$ cat src/rtl/wb_arbiter.sv
// Writeback arbiter: merges single-cycle pipeline results with buffered long-latency
// results onto one registered register-file write port, with a starvation guard.
module wb_arbiter #(
  parameter int WIDTH        = 32,
  parameter int DEPTH        = 4,
  parameter int STARVE_LIMIT = 4
) (
  input  logic                     clk,
  input  logic                     reset,
  input  logic                     pipe_we,
  input  logic [4:0]               pipe_rd,
  input  logic [WIDTH-1:0]         pipe_data,
  input  logic                     long_valid,
  input  logic [4:0]               long_rd,
  input  logic [WIDTH-1:0]         long_data,
  output logic                     long_ready,
  output logic                     pipe_stall,
  output logic                     write_enable,
  output logic [4:0]               Destination_select,
  output logic [WIDTH-1:0]         DATA,
  output logic                     pending,
  output logic [$clog2(DEPTH):0]   count
);

  localparam int AW = $clog2(DEPTH);
  localparam logic [AW:0]   FULL_CNT = (AW+1)'(DEPTH);
  localparam logic [AW:0]   CNT_ONE  = (AW+1)'(1);
  localparam logic [AW-1:0] PTR_ONE  = AW'(1);
  localparam logic [3:0]    LIMIT    = 4'(STARVE_LIMIT);

  logic [4:0]       rd_mem   [DEPTH];
  logic [WIDTH-1:0] data_mem [DEPTH];
  logic [AW-1:0]    wr_ptr;
  logic [AW-1:0]    rd_ptr;
  logic [3:0]       starve;

  logic empty;
  logic full;
  logic pipe_grant;
  logic pop;
  logic push;

  assign empty      = (count == '0);
  assign full       = (count == FULL_CNT);
  assign long_ready = !full;
  assign pending    = !empty;
  assign pipe_stall = (starve == LIMIT);

  // A stalled pipeline never wins, so the head pops whenever the pipeline is not granted.
  assign pipe_grant = pipe_we && (pipe_rd != 5'd0) && !pipe_stall;
  assign pop        = !empty && !pipe_grant;
  // x0 results complete the handshake but carry nothing worth writing.
  assign push       = long_valid && long_ready && (long_rd != 5'd0);

  always_ff @(posedge clk) begin
    if (push) begin
      rd_mem[wr_ptr]   <= long_rd;
      data_mem[wr_ptr] <= long_data;
    end
  end

  always_ff @(posedge clk or negedge reset) begin
    if (!reset) begin
      wr_ptr <= '0;
      rd_ptr <= '0;
      count  <= '0;
    end else begin
      if (push) wr_ptr <= wr_ptr + PTR_ONE;
      if (pop)  rd_ptr <= rd_ptr + PTR_ONE;
      case ({push, pop})
        2'b10:   count <= count + CNT_ONE;
        2'b01:   count <= count - CNT_ONE;
        default: count <= count;
      endcase
    end
  end

  always_ff @(posedge clk or negedge reset) begin
    if (!reset) begin
      starve <= '0;
    end else if (pop || empty) begin
      starve <= '0;
    end else if (starve != LIMIT) begin
      starve <= starve + 4'd1;
    end
  end

  always_ff @(posedge clk or negedge reset) begin
    if (!reset) begin
      write_enable       <= 1'b0;
      Destination_select <= '0;
      DATA               <= '0;
    end else if (pipe_grant) begin
      write_enable       <= 1'b1;
      Destination_select <= pipe_rd;
      DATA               <= pipe_data;
    end else if (pop) begin
      write_enable       <= 1'b1;
      Destination_select <= rd_mem[rd_ptr];
      DATA               <= data_mem[rd_ptr];
    end else begin
      write_enable       <= 1'b0;
    end
  end

endmodule
$ cat config.mk
export PLATFORM = sky130hd
export DESIGN_NAME = wb_arbiter
export DESIGN_NICKNAME = d
export VERILOG_FILES = /design/src/rtl/wb_arbiter.sv
export SDC_FILE = /design/constraint.sdc
export NUM_CORES = 1
export LEC_CHECK = 0
export ABC_CLOCK_PERIOD_IN_PS = 3030
export CORE_MARGIN = 2
export CORE_UTILIZATION = 45
export DETAILED_ROUTE_END_ITERATION = 10
export PLACE_DENSITY = 0.71
export SLEW_MARGIN = 0
export SYNTH_ARGS = -nofsm -noshare
export SYNTH_HDL_FRONTEND = slang
export SYNTH_SLANG_ARGS = --single-unit
$ cat constraint.sdc
create_clock -name clk -period 3.03 [get_ports clk]
set_input_delay 0.4545 -clock clk [delete_from_list [all_inputs] [get_ports clk]]
set_output_delay 0.4545 -clock clk [all_outputs]
set_load 0.01 [all_outputs]
---- Word-level counts from Yosys, hierarchy flattened ----
Memories as Yosys holds them, arrays and structs flattened.
Cells that the tools add are included.
cells by class
  add/subtract/negate cells ............... 5
  equality and inequality tests ........... 5
  mux-type cells .......................... 11
  reduce and logical (&&, ||, !) cells .... 16
operators with widths
  cell                                              count
  2-to-1 mux 32 bit                                 2
  2-to-1 mux 5 bit                                  2
  nonzero test 5 bit                                2
  2-to-1 mux 4 bit                                  2
  one-hot mux 3 bit (2 select lines)                1
  nonzero test 2 bit                                3
  logical AND 1 bit                                 5
  adder 2 x 1 -> 2 bit, second input constant       2
  adder 4 x 1 -> 4 bit, second input constant       1
  == test 4 x 3 -> 1 bit, second input constant     1
  zero test 1 bit                                   4
  2-to-1 mux 1 bit                                  4
  != test 4 x 3 -> 1 bit, second input constant     1
  adder 3 x 1 -> 3 bit, second input constant       1
  == test 3 bit, second input constant              1
  zero test 3 bit                                   1
  subtractor 3 x 1 -> 3 bit, second input constant  1
  == test 2 x 1 -> 1 bit, second input constant     1
  == test 2 bit, second input constant              1
  logical OR 1 bit                                  1
word-level totals
  register bits ........................... 49
  bits in writable memories ............... 148
  output and inout port bits .............. 44
  word-level logic and storage cells ...... 46
  memories ................................ 2
memories
  memory    words  width  read ports  clocked after memory_dff  write ports  line  RTL
  data_mem  4      32     1           0                         1            32    logic [WIDTH-1:0] data_mem [DEPTH];
  rd_mem    4      5      1           0                         1            31    logic [4:0] rd_mem [DEPTH];

---- Depth between registers and ports, before layout ----
  depth after elaboration ................. 7
  depth in mapped cells ................... 11

---- Worst setup path before layout ----
No wires, ideal clock.
  kind .................................... in2reg
  from .................................... input pipe_rd[0]
  to ...................................... register count[2]
  arrival time ............................ 2.403 ns
  path slack .............................. 0.548 ns
  cell stages on the path ................. 9
  path buffers ............................ 0
  cells stage by stage .................... or4_1 o211ai_2 and2_1 ha_1 inv_1 fa_1 xor2_1 nor2_1 xor2_1
between the ends
  word-level cells in the longest chain between the ends .. 7
  elaborated cells between the ends (all ways) .. 9
  those cells by class .................... eq/ne: 2; mux: 1; reduce/logical: 6
ends and longest elaborated chain
  what                                                                             line  RTL
  from (decl)                                                                      11    input logic [4:0] pipe_rd,
  nonzero test 5 bit *                                                             50    assign pipe_grant = pipe_we && (pipe_rd != 5'd0) && !pipe_stall;
  logical AND 1 bit * (2 in series)                                                50
  zero test 1 bit *                                                                51    assign pop = !empty && !pipe_grant;
  logical AND 1 bit *                                                              51
  named net pop                                                                    40    logic pop;
  == test 2 x 1 -> 1 bit / == test 2 bit (equally long branches)                   70    case ({push, pop})
  one-hot mux 3 bit (2 select lines) / nonzero test 2 bit (equally long branches)  --
  to (signal assigned)                                                             71    2'b10: count <= count + CNT_ONE;
  to (signal assigned)                                                             72    2'b01: count <= count - CNT_ONE;
  to (signal assigned)                                                             73    default: count <= count;
  to (decl)                                                                        22    output logic [$clog2(DEPTH):0] count
Mark *: on every way through the listed nets, which the timed path passes. The rest lies on a longest branch.
A chain may end at the register's enable or synchronous reset.

---- Final worst setup path ----
Same ends and word-level chain as after synthesis.

==> impl_metrics.py <==
metrics = {
    "run_status": {
        "status": "finished, final reports clean",
    },
    "sta": {
        "hold_viol": 0,
        "slew_viol_final": 0,
        "max_freq_ghz": 0.390,
        "worst_slew_margin_rel": 0.352,
        "rsz0062_at_grt": "no",
        "post-route-min-period_ns": 2.56,
        "period_share": 0.847,
        "finalSetupViolations": 0,
        "holdWs_ns": 0.116,
        "final.setup.tns_ns": 0,
        "finalClockSkew_ns": 0.00821,
        "tightest_slew_ns": 0.972,
    },
    "synthesis": {
        "syn_inst": 453,
        "ys_types": 25,
        "yosysTopAreaCell": "edfxtp_1",
        "netlist_top_cells_area": "edfxtp_1 (58%), dfrtp_1 (16%), mux4_2 (11%), nand2_1 (3.6%), a31oi_1 (2.9%)",
        "ys_seq_elements": 197,
        "syn-cell-area_um2": 7630,
        "synth.avg_cell_area_um2": 16.9,
        "yosys.area.top_type_share": 0.582,
        "ys_seq_area_frac": 0.743,
        "ys_warn_count": 0,
        "syn_nets": 539,
    },
    "cells_and_area": {
        "area_delta_synth_final_pct": 27.4,
        "multiInputGateArea_um2": 1830,
        "seqCellArea_um2": 5670,
        "fillers": 1269,
        "final_util": 0.586,
        "nNetsFinal": 670,
        "layout-drive-gt1-share": 0.154,
        "antenna_cells": 0,
    },
    "placed_design": {
        "dp_hpwl_um": 9420,
        "gp_congestion": 0.735,
        "io_buffer_count": 121,
    },
    "critical_path": {
        "cp_slowest_stage_delay_ns": 0.58,
        "reg2reg_setup_slack_ns": 0.75,
        "cp_slowest_cell": "or4_1",
        "path_buf_inv": 2,
        "worstSetupPathType": "input port to flip-flop",
        "crit_path_start_kind": "input port",
        "crit_chain": "clkdlybuf4s50_1 > or4_1 > o211ai_4 > and2_1 > ha_1 > inv_1 > fa_1 > xor2_1 > nor2_1 > xor2_1",
        "cpMostUsedCell": "xor2_1",
        "crit_fanout": 2,
        "cpLargestDelayFamily": "simple AND/OR/NAND/NOR gates",
        "critical_path_arrival_ns": 2.91,
        "cp.required_ns": 3.38,
        "crit_path_end_kind": "flip-flop",
    },
    "cts": {
        "clock_latency_ns": 0.42,
        "cts-hold-fix-buffers": 0,
        "cts_setup_buffers": 0,
        "ctsResizeCount": 0,
        "cts_tree": "yes",
        "h-tree-depth": 4,
        "cts_sinks": 197,
        "cts.path.max_buffers": 2,
        "cts_root_buf": "clkbuf_16",
        "numCtsBuffers": 17,
        "clkSlewWorstSetupHoldPaths_ns": 0.06,
    },
    "min_path": {
        "hold_path_class": "input port to async pin",
    },
    "pwr": {
        "power_mw": 8.87,
        "vdd_drop_max_uv": 510,
        "power_leakage_nw": 3.46,
        "p_per_area_nw_per_um2": 912,
    },
    "global_route": {
        "antenna_found_initial": 0,
        "grt_use_total": 0.180,
        "grt_pass1_vias": 4525,
        "grt_pass1_wl_um": 24300,
        "grt_max_degree": 81,
        "grt-ovfl-total": 0,
    },
    "drt": {
        "firstDrtPassIters": 4,
        "vias": 4238,
        "ant_nets": 0,
        "drt_iter0_drc": 264,
        "post-route-drc-count": 0,
        "vias_per_cell": 5.19,
        "drt-wirelength-per-cell_um": 18.5,
        "finalWirelength_um": 15100,
    },
    "floorplan": {
        "die_h_um": 134,
        "rows": 47,
        "coreArea_um2": 16600,
        "die_width_um": 134,
        "dieArea_um2": 18000,
        "ios": 122,
        "start_util": 0.460,
    },
    "flow_run": {
        "max_cap_viol_count": 0,
    },
}
[kinds of logic after synthesis]
| logic type | count (synthesis) | synth area share |
|---|---|---|
| xor gates and xnor gates | 8 | 0.00918 |
| and+or+nand+nor | 128 | 0.0683 |
| buffers and inverters | 34 | 0.0197 |
| muxes | 39 | 0.112 |
| adders and majority gates | 8 | 0.0141 |
| AOI/OAI and AO/OA | 39 | 0.0339 |
| DFF | 197 | 0.743 |
[layout by cell type (no fill, tap or decap), types with 7 or more instances in the layout]
cell type        Yosys  routed
nand2_1             73      73
edfxtp_1           148     148
dfrtp_1             49      47
clkbuf_16            0      17
nor2_1              36      36
a31oi_1             35      35
ha_1                 7       7
clkdlybuf4s50_1      0     120
inv_1               10       9
buf_4                2      14
mux4_2              37      37
[state kept, by name, summed over array words and instances, names as in the netlist]
register / count
count: 3
write_enable: 1
wr_ptr: 2
Destination_select: 5
starve: 4
rd_ptr: 2
DATA: 32
data_mem: 128
rd_mem: 20
[worst paths after layout]
kind | start | depth (start not counted) | to
max in group asynchronous | reset | 2 | starve[2]$_DFFE_PN0P_
worst min-delay path | reset | 1 | DATA[17]$_DFFE_PN0P_
worst max register to register | starve[0]$_DFFE_PN0P_ | 11 | count[2]$_DFFE_PN0P_
worst min register to register | starve[0]$_DFFE_PN0P_ | 1 | starve[0]$_DFFE_PN0P_
min in group clk | starve[0]$_DFFE_PN0P_ | 1 | starve[0]$_DFFE_PN0P_
worst max-delay path | pipe_rd[0] | 10 | count[2]$_DFFE_PN0P_
[cell type report]
type | count | share of cell area
well taps | 220 | 0.0283
flip-flops and latches | 197 | 0.583
multi-input cells | 222 | 0.188
clock buffers | 24 | 0.0516
clock inverters | 8 | 0.00759
repair buffers | 136 | 0.137
inverters | 10 | 0.00386
[power by group]
group	switching, mW	internal (mW)	total (mW)
Sequential	0.403	3.62	4.02
Combinational	1.27	1.42	2.70
Clock	0.912	1.24	2.15
[synthesized netlist by cell type]
library cell	number
clkbuf_1	10
nor2_1	36
inv_1	10
a32oi_1	2
nor3b_1	1
or4_1	2
o211a_1	1
fa_1	1
a31oi_1	35
o211ai_2	1
edfxtp_1	148
nand3_1	5
xor2_1	4
mux4_2	37
ha_1	7
mux2_2	1
buf_2	12
dfrtp_1	49
nor3_1	4
buf_4	2
mux2i_1	1
nand3b_1	1
nand2_1	73
and2_1	6
xnor2_1	4
[metrics by stage]
| step | worst slack, ns | cells | cell area, µm² |
|---|---|---|---|
| global placement | 0.102 | 785 | 9150 |
| detailed placement | 0.0894 | 785 | 9150 |
| CTS | 0.479 | 817 | 9720 |
| global route | 0.336 | 817 | 9720 |
| floorplan | 0.548 | 453 | 7630 |
| finish | 0.465 | 817 | 9720 |
[layer usage]
metal  vias up  global-route usage  share of wire
li1       1971                   -              -
met1      2153               0.234           0.43
met4         0              0.0655          0.017
met3        19              0.0393          0.045
met5         -                   0              0
met2        95               0.302           0.51
[worst register-to-register path: stages (launching register included)]
cell and delay [ns]:
dfrtp_1 0.41, inv_1 0.07, ha_1 0.14, nand3b_1 0.19, o211ai_4 0.14, and2_1 0.19
ha_1 0.21, inv_1 0.07, fa_1 0.38, xor2_1 0.15, nor2_1 0.12, xor2_1 0.15
(Power assumes the default switching activity.)
